<file path="src/rtl/dot_product_seq.sv">
// Sequenced multiply-accumulate front-end: folds a stream of signed operand
// pairs into a running sum and emits one dot product per VEC_LEN pairs.
module dot_product_seq #(
  parameter int DATA_WIDTH = 16,
  parameter int ACC_WIDTH  = 2*DATA_WIDTH,
  parameter int VEC_LEN    = 4,
  parameter int CNT_WIDTH  = $clog2(VEC_LEN)+1
) (
  input  logic                         clk,
  input  logic                         rst,
  input  logic                         in_valid,
  output logic                         in_ready,
  input  logic signed [DATA_WIDTH-1:0] in_a,
  input  logic signed [DATA_WIDTH-1:0] in_b,
  input  logic                         in_last,
  output logic                         out_valid,
  input  logic                         out_ready,
  output logic signed [ACC_WIDTH-1:0]  out_data,
  output logic [CNT_WIDTH-1:0]         beat_cnt,
  output logic                         err_last
);

  typedef enum logic {S_FIRST, S_ACC} state_t;

  localparam logic [CNT_WIDTH-1:0] LAST_CNT = CNT_WIDTH'(VEC_LEN-1);

  state_t                         r_state;
  logic signed [ACC_WIDTH-1:0]    r_acc;
  logic signed [ACC_WIDTH-1:0]    r_out_data;
  logic                           r_out_valid;
  logic                           r_err_last;
  logic [CNT_WIDTH-1:0]           r_beat_cnt;

  logic                           w_accept;
  logic                           w_out_take;
  logic                           w_is_last;
  logic signed [2*DATA_WIDTH-1:0] w_prod_full;
  logic signed [ACC_WIDTH-1:0]    w_prod;
  logic signed [ACC_WIDTH-1:0]    w_sum;

  // A stalled result blocks new beats, which freezes the accumulator for free.
  assign in_ready    = !r_out_valid || out_ready;
  assign w_accept    = in_valid && in_ready;
  assign w_out_take  = r_out_valid && out_ready;
  assign w_is_last   = (r_beat_cnt == LAST_CNT);
  assign w_prod_full = in_a * in_b;
  assign w_prod      = ACC_WIDTH'(w_prod_full);
  assign w_sum       = (r_state == S_FIRST) ? w_prod : r_acc + w_prod;

  // NOTE: non-blocking assignments throughout, so a later "set" of
  // r_out_valid in the same edge overrides the earlier "clear" cleanly.
  always_ff @(posedge clk) begin
    if (rst) begin
      r_state     <= S_FIRST;
      r_acc       <= '0;
      r_out_data  <= '0;
      r_out_valid <= 1'b0;
      r_err_last  <= 1'b0;
      r_beat_cnt  <= '0;
    end else begin
      if (w_out_take) begin
        r_out_valid <= 1'b0;
      end
      if (w_accept) begin
        if (in_last != w_is_last) begin
          r_err_last <= 1'b1;
        end
        // The beat count alone frames vectors; in_last only feeds the error flag.
        if (w_is_last) begin
          r_out_data  <= w_sum;
          r_out_valid <= 1'b1;
          r_acc       <= '0;
          r_beat_cnt  <= '0;
          r_state     <= S_FIRST;
        end else begin
          r_acc       <= w_sum;
          r_beat_cnt  <= r_beat_cnt + 1'b1;
          r_state     <= S_ACC;
        end
      end
    end
  end

  assign out_valid = r_out_valid;
  assign out_data  = r_out_data;
  assign beat_cnt  = r_beat_cnt;
  assign err_last  = r_err_last;

endmodule

</file>
<file path="config.mk">
export PLATFORM = sky130hd
export DESIGN_NAME = dot_product_seq
export DESIGN_NICKNAME = d
export VERILOG_FILES = /design/src/rtl/dot_product_seq.sv
export SDC_FILE = /design/constraint.sdc
export NUM_CORES = 1
export LEC_CHECK = 0
export BUFFER_PORTS_ARGS = -buffer_cell sky130_fd_sc_hd__buf_2
export CAP_MARGIN = 10
export CORE_MARGIN = 2
export CORE_UTILIZATION = 55
export CTS_CLUSTER_DIAMETER = 50
export DETAILED_ROUTE_END_ITERATION = 16
export PLACE_DENSITY = 0.76
export SETUP_SLACK_MARGIN = 0.05
export SLEW_MARGIN = 40
export SYNTH_ARGS = -nofsm -noshare
export SYNTH_HDL_FRONTEND = slang
export SYNTH_SLANG_ARGS = --single-unit
</file>
<file path="constraint.sdc">
create_clock -name clk -period 10.4 [get_ports clk]
set_input_delay 1.56 -clock clk [delete_from_list [all_inputs] [get_ports clk]]
set_output_delay 1.56 -clock clk [all_outputs]
set_load 0.01 [all_outputs]
</file>
==> flow_summary.json, run 1 <==
{
  "status": "finished, final reports clean",
  "grt.overflow.total": 0,
  "cts_setup_buffers": 0,
  "clock_skew_ns": 0.00419,
  "post-synth-top-count-cell": "inv_1",
  "synthesis.nets": 2042,
  "min_period_ns": 9.32,
  "synth_common_cells": "inv_1 (314), fa_1 (263), nand2_1 (169), and2_1 (125), ha_1 (116)",
  "antenna_left": 0,
  "cp-start-kind": "primary input",
  "synth.area.top_cells": "fa_1 (37%), ha_1 (10%), dfxtp_1 (9.9%), inv_1 (8.3%), and2_1 (5.5%)",
  "worst_slew_pin_slew_ns": 0.705,
  "relSlewSlack": 0.529,
  "n_antenna_cell": 0,
  "ys_seq_area_frac": 0.0988,
  "viasPerCell": 5.55,
  "cts_buffer_depth": 2,
  "critPathTopFamily": "adder cells",
  "synth_top_area_share": 0.371,
  "die_h_um": 165,
  "async_reset_ff_frac": 0,
  "dp.cells": 1975,
  "seqCellArea_um2": 1400,
  "ctsHoldBuffers": 0,
  "rows": 58,
  "hold_violations": 0,
  "ios": 75,
  "vias": 11036,
  "path_max_fanout": 16,
  "drc": 0,
  "final_cell_count_no_fill": 1989,
  "grt_pass1_wl_mm": 56.6,
  "reg2regPathDepth": 12,
  "ys_warn_count": 0,
  "dieArea_um2": 27100,
  "grt_pass1_vias": 11343,
  "drv_cap": 0,
  "final_max_slew_viol_count": 0,
  "netlist_area_um2": 14200,
  "path_class": "primary input to flop",
  "max_stage_delay_ns": 0.66,
  "crit_arrival_ns": 9.51,
  "initial_utilization": 0.562,
  "port_buffers": 74,
  "core-area_um2": 25300,
  "synthCells": 1626,
  "gp_congestion": 0.949,
  "cp.buffers_inverters": 4,
  "clock_latency_ns": 0.33,
  "dp_hpwl_mm": 27.4,
  "cts_tree": "done",
  "clkSlewWorstSetupHoldPaths_ns": 0.05,
  "finalCritPeriodShare": 0.896,
  "die_x_um": 165,
  "final_util": 0.598,
  "grt_setup_unrepaired": "false",
  "area_growth_pct": 6.46,
  "crit_slowest_cell": "fa_1",
  "grt_max_degree": 63,
  "ys.flop_type": "dfxtp_1",
  "num-nets-final": 2072,
  "multi_input_area_um2": 11400,
  "drtIter0Drc": 833,
  "cts_made_buffers": 9,
  "wl_per_cell_um": 16.7,
  "cp.required_ns": 10.59,
  "crit_cells": 28,
  "synth.distinct_cells": 62,
  "fmax_ghz": 0.107,
  "clock-sinks": 70,
  "clockRootBuffer": "clkbuf_16",
  "post_cts_resized": 0,
  "setup_violations": 0,
  "drive_gt1_frac": 0.0729,
  "antenna_found_initial": 0,
  "wirelength_mm": 33.3,
  "track_usage": 0.263,
  "fillerInstances": 2242,
  "synth-seq-cells": 70,
  "critPathMostFrequentCell": "fa_1",
  "synth.avg_cell_area_um2": 8.72,
  "hp-class": "flop to flop",
  "cts_max_level": 3,
  "yosys.area.top_type": "fa_1",
  "min_path_cells": 2,
  "first_pass_iters": 5,
  "setup_tns_ns": 0,
  "crit_path_end_kind": "flop",
  "synth-edff-count": 0
}
-- routing by layer --
metal	GRT usage	vias up	part of all wire
met2	0.422	411	0.46
met4	0.0502	0	0.013
met5	0	-	0
met3	0.0429	36	0.079
met1	0.382	5461	0.45
li1	-	5128	-
-- kinds of logic after synthesis --
logic type | share of synthesized area
multiplexers | 0.0139
AND/OR/NAND/NOR | 0.161
adder cells (fa/ha/maj) | 0.474
flip-flops | 0.0988
XOR/XNOR | 0.0395
AO/OA/AOI/OAI | 0.113
buffers and inverters | 0.0994
-- placed cells by master, fill, tap and decap left out, types with 3 or more instances in the layout --
cell type  synthesis  final
buf_2              2     74
xnor2_1           47     47
a21oi_1           64     64
a21o_1            23     23
buf_4              0      3
mux2_2             6      6
nor2b_1            7      7
nand4_1            3      3
mux2i_1           13     13
nor2_1           113    110
and3_1             5      5
a211oi_1          26     26
clkbuf_16          0      9
a22oi_1           10     10
nand2_1          169    168
o21ai_0           41     41
o21ai_2            3      3
a21oi_2            3      3
a211o_1            5      5
o21a_1            13     13
a31oi_1            7      7
and2_1           125    125
o21ai_1            4      4
a2bb2oi_1          3      3
o21bai_1           6      6
nand3_1           16     16
nand3b_1           3      3
inv_1            314    314
nand2b_1          15     15
dfxtp_1           70     70
xor2_1            17     17
ha_1             116    116
or3_1              4      4
fa_1             263    263
nor3_1            17     17
-- worst paths after layout --
path	slack, ns	from	endpoint
worst max-delay path	1.08	in_a[15]	out_data[31]
worst min-delay path	0.47	out_data[16]	out_data[16]
worst max register to register	7.33	r_acc[0]	out_data[20]
worst min register to register	0.47	out_data[16]	out_data[16]
-- layout make-up --
cell class	count	area share
Clock buffer	11	0.0167
Timing Repair Buffer	78	0.0278
Inverter	314	0.0781
Tap cell	330	0.0273
Sequential cell	70	0.0928
Clock inverter	3	0.00298
Multi-Input combinational cell	1183	0.754
-- registers in the layout, indices dropped and copies added, names as in the netlist --
name       count
r_acc         32
out_valid      1
r_state        1
out_data      32
err_last       1
beat_cnt       3
-- metrics by stage --
| step | cell area [µm²] | worst slack (ns) | hold WS [ns] |
|---|---|---|---|
| 2_1_floorplan | 14200 | 1.68 | 0.432 |
| 3_3_place_gp | 14800 | 0.899 | 0.442 |
| 3_5_place_dp | 14800 | 0.890 | 0.456 |
| 4_1_cts | 15100 | 1.16 | 0.469 |
| 5_1_grt | 15100 | 0.737 | 0.493 |
| 6_report | 15100 | 1.08 | 0.468 |
-- worst register-to-register path, stage by stage (launching register included) --
cell and delay (ns):
dfxtp_1 0.33, ha_1 0.23, inv_1 0.08, fa_1 0.44, nor2b_1 0.13, o21a_1 0.15, o21ai_0 0.19, a21bo_2 0.29
a21oi_1 0.29, a21oi_1 0.12, o311ai_0 0.31, o22ai_1 0.19, o31ai_1 0.24
Power of run 1 is not shown: default switching activity piles up to over one toggle a cycle in this logic, so the estimate is an artifact.
==> inputs of run 2 (changes only) <==
--- a/config.mk
+++ b/config.mk
@@ -7,12 +7,12 @@
 export LEC_CHECK = 0
 export BUFFER_PORTS_ARGS = -buffer_cell sky130_fd_sc_hd__buf_2
 export CAP_MARGIN = 10
-export CORE_MARGIN = 2
 export CORE_UTILIZATION = 55
 export CTS_CLUSTER_DIAMETER = 50
 export DETAILED_ROUTE_END_ITERATION = 16
 export PLACE_DENSITY = 0.76
 export SETUP_SLACK_MARGIN = 0.05
+export SKIP_CTS_REPAIR_TIMING = 1
 export SLEW_MARGIN = 40
 export SYNTH_ARGS = -nofsm -noshare
 export SYNTH_HDL_FRONTEND = slang
==> flow_summary.json, run 2 (same netlist as run 1, synthesis figures left out) <==
{
  "initial_utilization": 0.562,
  "port_buffers": 74,
  "die_h_um": 163,
  "grt_pass1_vias": 11032,
  "vias": 10881,
  "antenna_found_initial": 1,
  "first_pass_iters": 5,
  "cts_tree": "done",
  "clock_skew_ns": 0.00484,
  "worst_slew_pin_slew_ns": 0.826,
  "hold_violations": 0,
  "ff2ff_setup_slack_ns": 7.29,
  "crit_arrival_ns": 9.48,
  "dp_hpwl_mm": 26.9,
  "crit_path_end_kind": "flop",
  "die_x_um": 163,
  "final_common_cell": "inv_1",
  "final_max_slew_viol_count": 0,
  "fin_ws_ns": 1.12,
  "crit_slowest_cell": "fa_1",
  "grt.overflow.total": 0,
  "drive_gt1_frac": 0.0734,
  "cts_made_buffers": 9,
  "layout_common_cells": "inv_1 (314), fa_1 (263), nand2_1 (168), and2_1 (125), ha_1 (116)",
  "clock-sinks": 70,
  "clockRootBuffer": "clkbuf_16",
  "core-area_um2": 25300,
  "relSlewSlack": 0.447,
  "hp-class": "flop to flop",
  "min_from": "out_data[16]",
  "cts_max_level": 3,
  "grt_pass1_wl_mm": 56.8,
  "path_max_fanout": 16,
  "cts_buffer_depth": 2,
  "ios": 75,
  "dieArea_um2": 26400,
  "antenna_left": 0,
  "status": "finished, final reports clean",
  "drtIter0Drc": 647,
  "area_growth_pct": 6.78,
  "num-nets-final": 2072,
  "reg2reg_from": "r_acc[0]",
  "setup_violations": 0,
  "grt_max_degree": 63,
  "clock_latency_ns": 0.34,
  "wl_per_cell_um": 16.4,
  "critPathMostFrequentCell": "fa_1",
  "clkSlewWorstSetupHoldPaths_ns": 0.06,
  "fillerInstances": 2189,
  "path_class": "primary input to flop",
  "startpoint": "in_a[15]",
  "setup_tns_ns": 0,
  "gp_congestion": 0.938,
  "cp.required_ns": 10.60,
  "n_antenna_cell": 0,
  "dp_slack_ns": 0.874,
  "viasPerCell": 5.47,
  "max_stage_delay_ns": 0.65,
  "rows": 58,
  "track_usage": 0.268,
  "min_period_ns": 9.28,
  "grt_setup_unrepaired": "false",
  "drc": 0,
  "wirelength_mm": 32.7,
  "cp-start-kind": "primary input",
  "fmax_ghz": 0.108,
  "drv_cap": 0,
  "finalCritPeriodShare": 0.892
}
-- run 2: cell type report --
class | instances | area [µm²] | share of cell area
clock inverter | 7 | 121 | 0.00801
timing repair buffer | 78 | 420 | 0.0278
clock buffer | 9 | 225 | 0.0149
multi-input combinational | 1183 | 11400 | 0.752
inverter | 314 | 1180 | 0.0778
tap | 330 | 413 | 0.0273
sequential | 70 | 1400 | 0.0925
-- run 2: worst paths after layout --
path	end	depth (start not counted)
worst max-delay path	out_data[31]	30
worst min register to register	out_data[16]	2
worst min-delay path	out_data[16]	2
worst max register to register	out_data[20]	12
-- run 2: worst max-delay path: cells and delay by family --
family	cells	cell delay (ns)
xor+xnor	2	0.47
simple gates	4	0.78
buf+inv	6	0.62
compound gates	10	2.17
fa+ha+maj	8	3.89
-- run 2: metal layers --
| layer | share of wire | vias up | GRT usage |
|---|---|---|---|
| met5 | 0.00040 | - | 0 |
| met4 | 0.011 | 2 | 0.0459 |
| met3 | 0.066 | 34 | 0.0334 |
| met2 | 0.45 | 336 | 0.417 |
| met1 | 0.47 | 5393 | 0.404 |
| li1 | - | 5116 | - |
-- run 2: through the flow --
step	area [µm²]	util	instances	hold slack (ns)
after detailed placement	14800	0.586	1975	0.451
after global placement	14800	0.585	1974	0.445
after global routing	15100	0.600	1991	0.484
after floorplan	14200	-	1626	0.432
after CTS	15100	0.600	1991	0.462
final	15100	0.600	1991	0.465
Power of run 2 is left out for the same reason.
==> inputs of run 3 (changes only) <==
--- a/config.mk
+++ b/config.mk
@@ -8,6 +8,7 @@
 export BUFFER_PORTS_ARGS = -buffer_cell sky130_fd_sc_hd__buf_2
 export CAP_MARGIN = 10
 export CORE_UTILIZATION = 55
+export CTS_BUF_LIST = sky130_fd_sc_hd__clkbuf_8
 export CTS_CLUSTER_DIAMETER = 50
 export DETAILED_ROUTE_END_ITERATION = 16
 export PLACE_DENSITY = 0.76
==> flow_summary.json, run 3 (same netlist as run 1, synthesis figures left out) <==
{
  "die_x_um": 163,
  "clkSlewWorstSetupHoldPaths_ns": 0.08,
  "cp.required_ns": 10.62,
  "final_max_slew_viol_count": 0,
  "clock_latency_ns": 0.35,
  "dp.cells": 1975,
  "grt_pass1_wl_mm": 56.6,
  "clock-sinks": 70,
  "dp_slack_ns": 0.874,
  "gp_congestion": 0.938,
  "die_h_um": 163,
  "grt_max_degree": 63,
  "crit_slowest_cell": "fa_1",
  "holdWs_ns": 0.468,
  "cts_buffer_depth": 2,
  "ios": 75,
  "relSlewSlack": 0.445,
  "fmax_ghz": 0.108,
  "wirelength_mm": 32.6,
  "n_antenna_cell": 0,
  "hold_violations": 0,
  "path_max_fanout": 16,
  "finalCritPeriodShare": 0.891,
  "grt.overflow.total": 0,
  "final_common_cell": "inv_1",
  "viasPerCell": 5.49,
  "crit_path_end_kind": "flop",
  "drc": 0,
  "drv_cap": 0,
  "fin_ws_ns": 1.13,
  "core-area_um2": 25300,
  "max_stage_delay_ns": 0.65,
  "area_growth_pct": 6.07,
  "layout_common_cells": "inv_1 (314), fa_1 (263), nand2_1 (168), and2_1 (125), ha_1 (116)",
  "antenna_left": 0,
  "vias": 10935,
  "drtIter0Drc": 745,
  "cts_made_buffers": 9,
  "antenna_found_initial": 1,
  "cts_tree": "done",
  "setup_tns_ns": 0,
  "first_pass_iters": 5,
  "cts_max_level": 3,
  "clockRootBuffer": "clkbuf_8",
  "track_usage": 0.267,
  "num-nets-final": 2072,
  "hp-class": "flop to flop",
  "worst_slew_pin_slew_ns": 0.830,
  "setup_violations": 0,
  "critPathMostFrequentCell": "fa_1",
  "grt_setup_unrepaired": "false",
  "rows": 58,
  "min_period_ns": 9.27,
  "initial_utilization": 0.562,
  "drive_gt1_frac": 0.0734,
  "grt_pass1_vias": 10986,
  "final_cell_count_no_fill": 1991,
  "dieArea_um2": 26400,
  "port_buffers": 74,
  "clock_skew_ns": 0.00718,
  "status": "finished, final reports clean",
  "wl_per_cell_um": 16.4,
  "path_class": "primary input to flop",
  "cp-start-kind": "primary input",
  "dp_hpwl_mm": 26.9,
  "crit_arrival_ns": 9.48
}
-- run 3: cell counts in the layout (fill, tap and decap cells not counted) --
No cell type changed its count.
-- run 3: critical path: cells and delay by family --
kind                     cells  cell delay (ns)
adder cells (fa/ha/maj)      8             3.89
AND/OR/NAND/NOR              5             1.08
XOR/XNOR                     2             0.46
buffers and inverters        6             0.62
AO/OA/AOI/OAI                9             1.89
-- run 3: area by class of cell --
| type | instances | area [µm²] |
|---|---|---|
| multi-input combinational | 1183 | 11400 |
| inverter | 314 | 1180 |
| tap | 330 | 413 |
| fill | 2209 | 10200 |
| clock inverter | 7 | 121 |
| clock buffer | 9 | 124 |
| sequential | 70 | 1400 |
| timing repair buffer | 78 | 420 |
-- run 3: final timing paths --
kind         cells after the start  slack [ns]      endpoint          from
max                             30        1.13  out_data[31]      in_a[15]
min                              2        0.47  out_data[23]  out_data[23]
max reg2reg                     12        7.27  out_data[20]      r_acc[0]
min reg2reg                      2        0.47  out_data[23]  out_data[23]
-- run 3: layer usage --
metal / vias to the layer above / GRT usage / part of all wire
li1: 5130 / - / -
met1: 5417 / 0.405 / 0.47
met2: 353 / 0.414 / 0.45
met3: 33 / 0.0344 / 0.066
met4: 2 / 0.0421 / 0.011
met5: - / 0 / 0.00040
-- run 3: metrics by stage --
| step | cell area [µm²] | util |
|---|---|---|
| detailed placement | 14800 | 0.586 |
| floorplan | 14200 | - |
| CTS | 15000 | 0.596 |
| finish | 15000 | 0.596 |
| global placement | 14800 | 0.585 |
| global route | 15000 | 0.596 |
Power of run 3 is left out for the same reason.
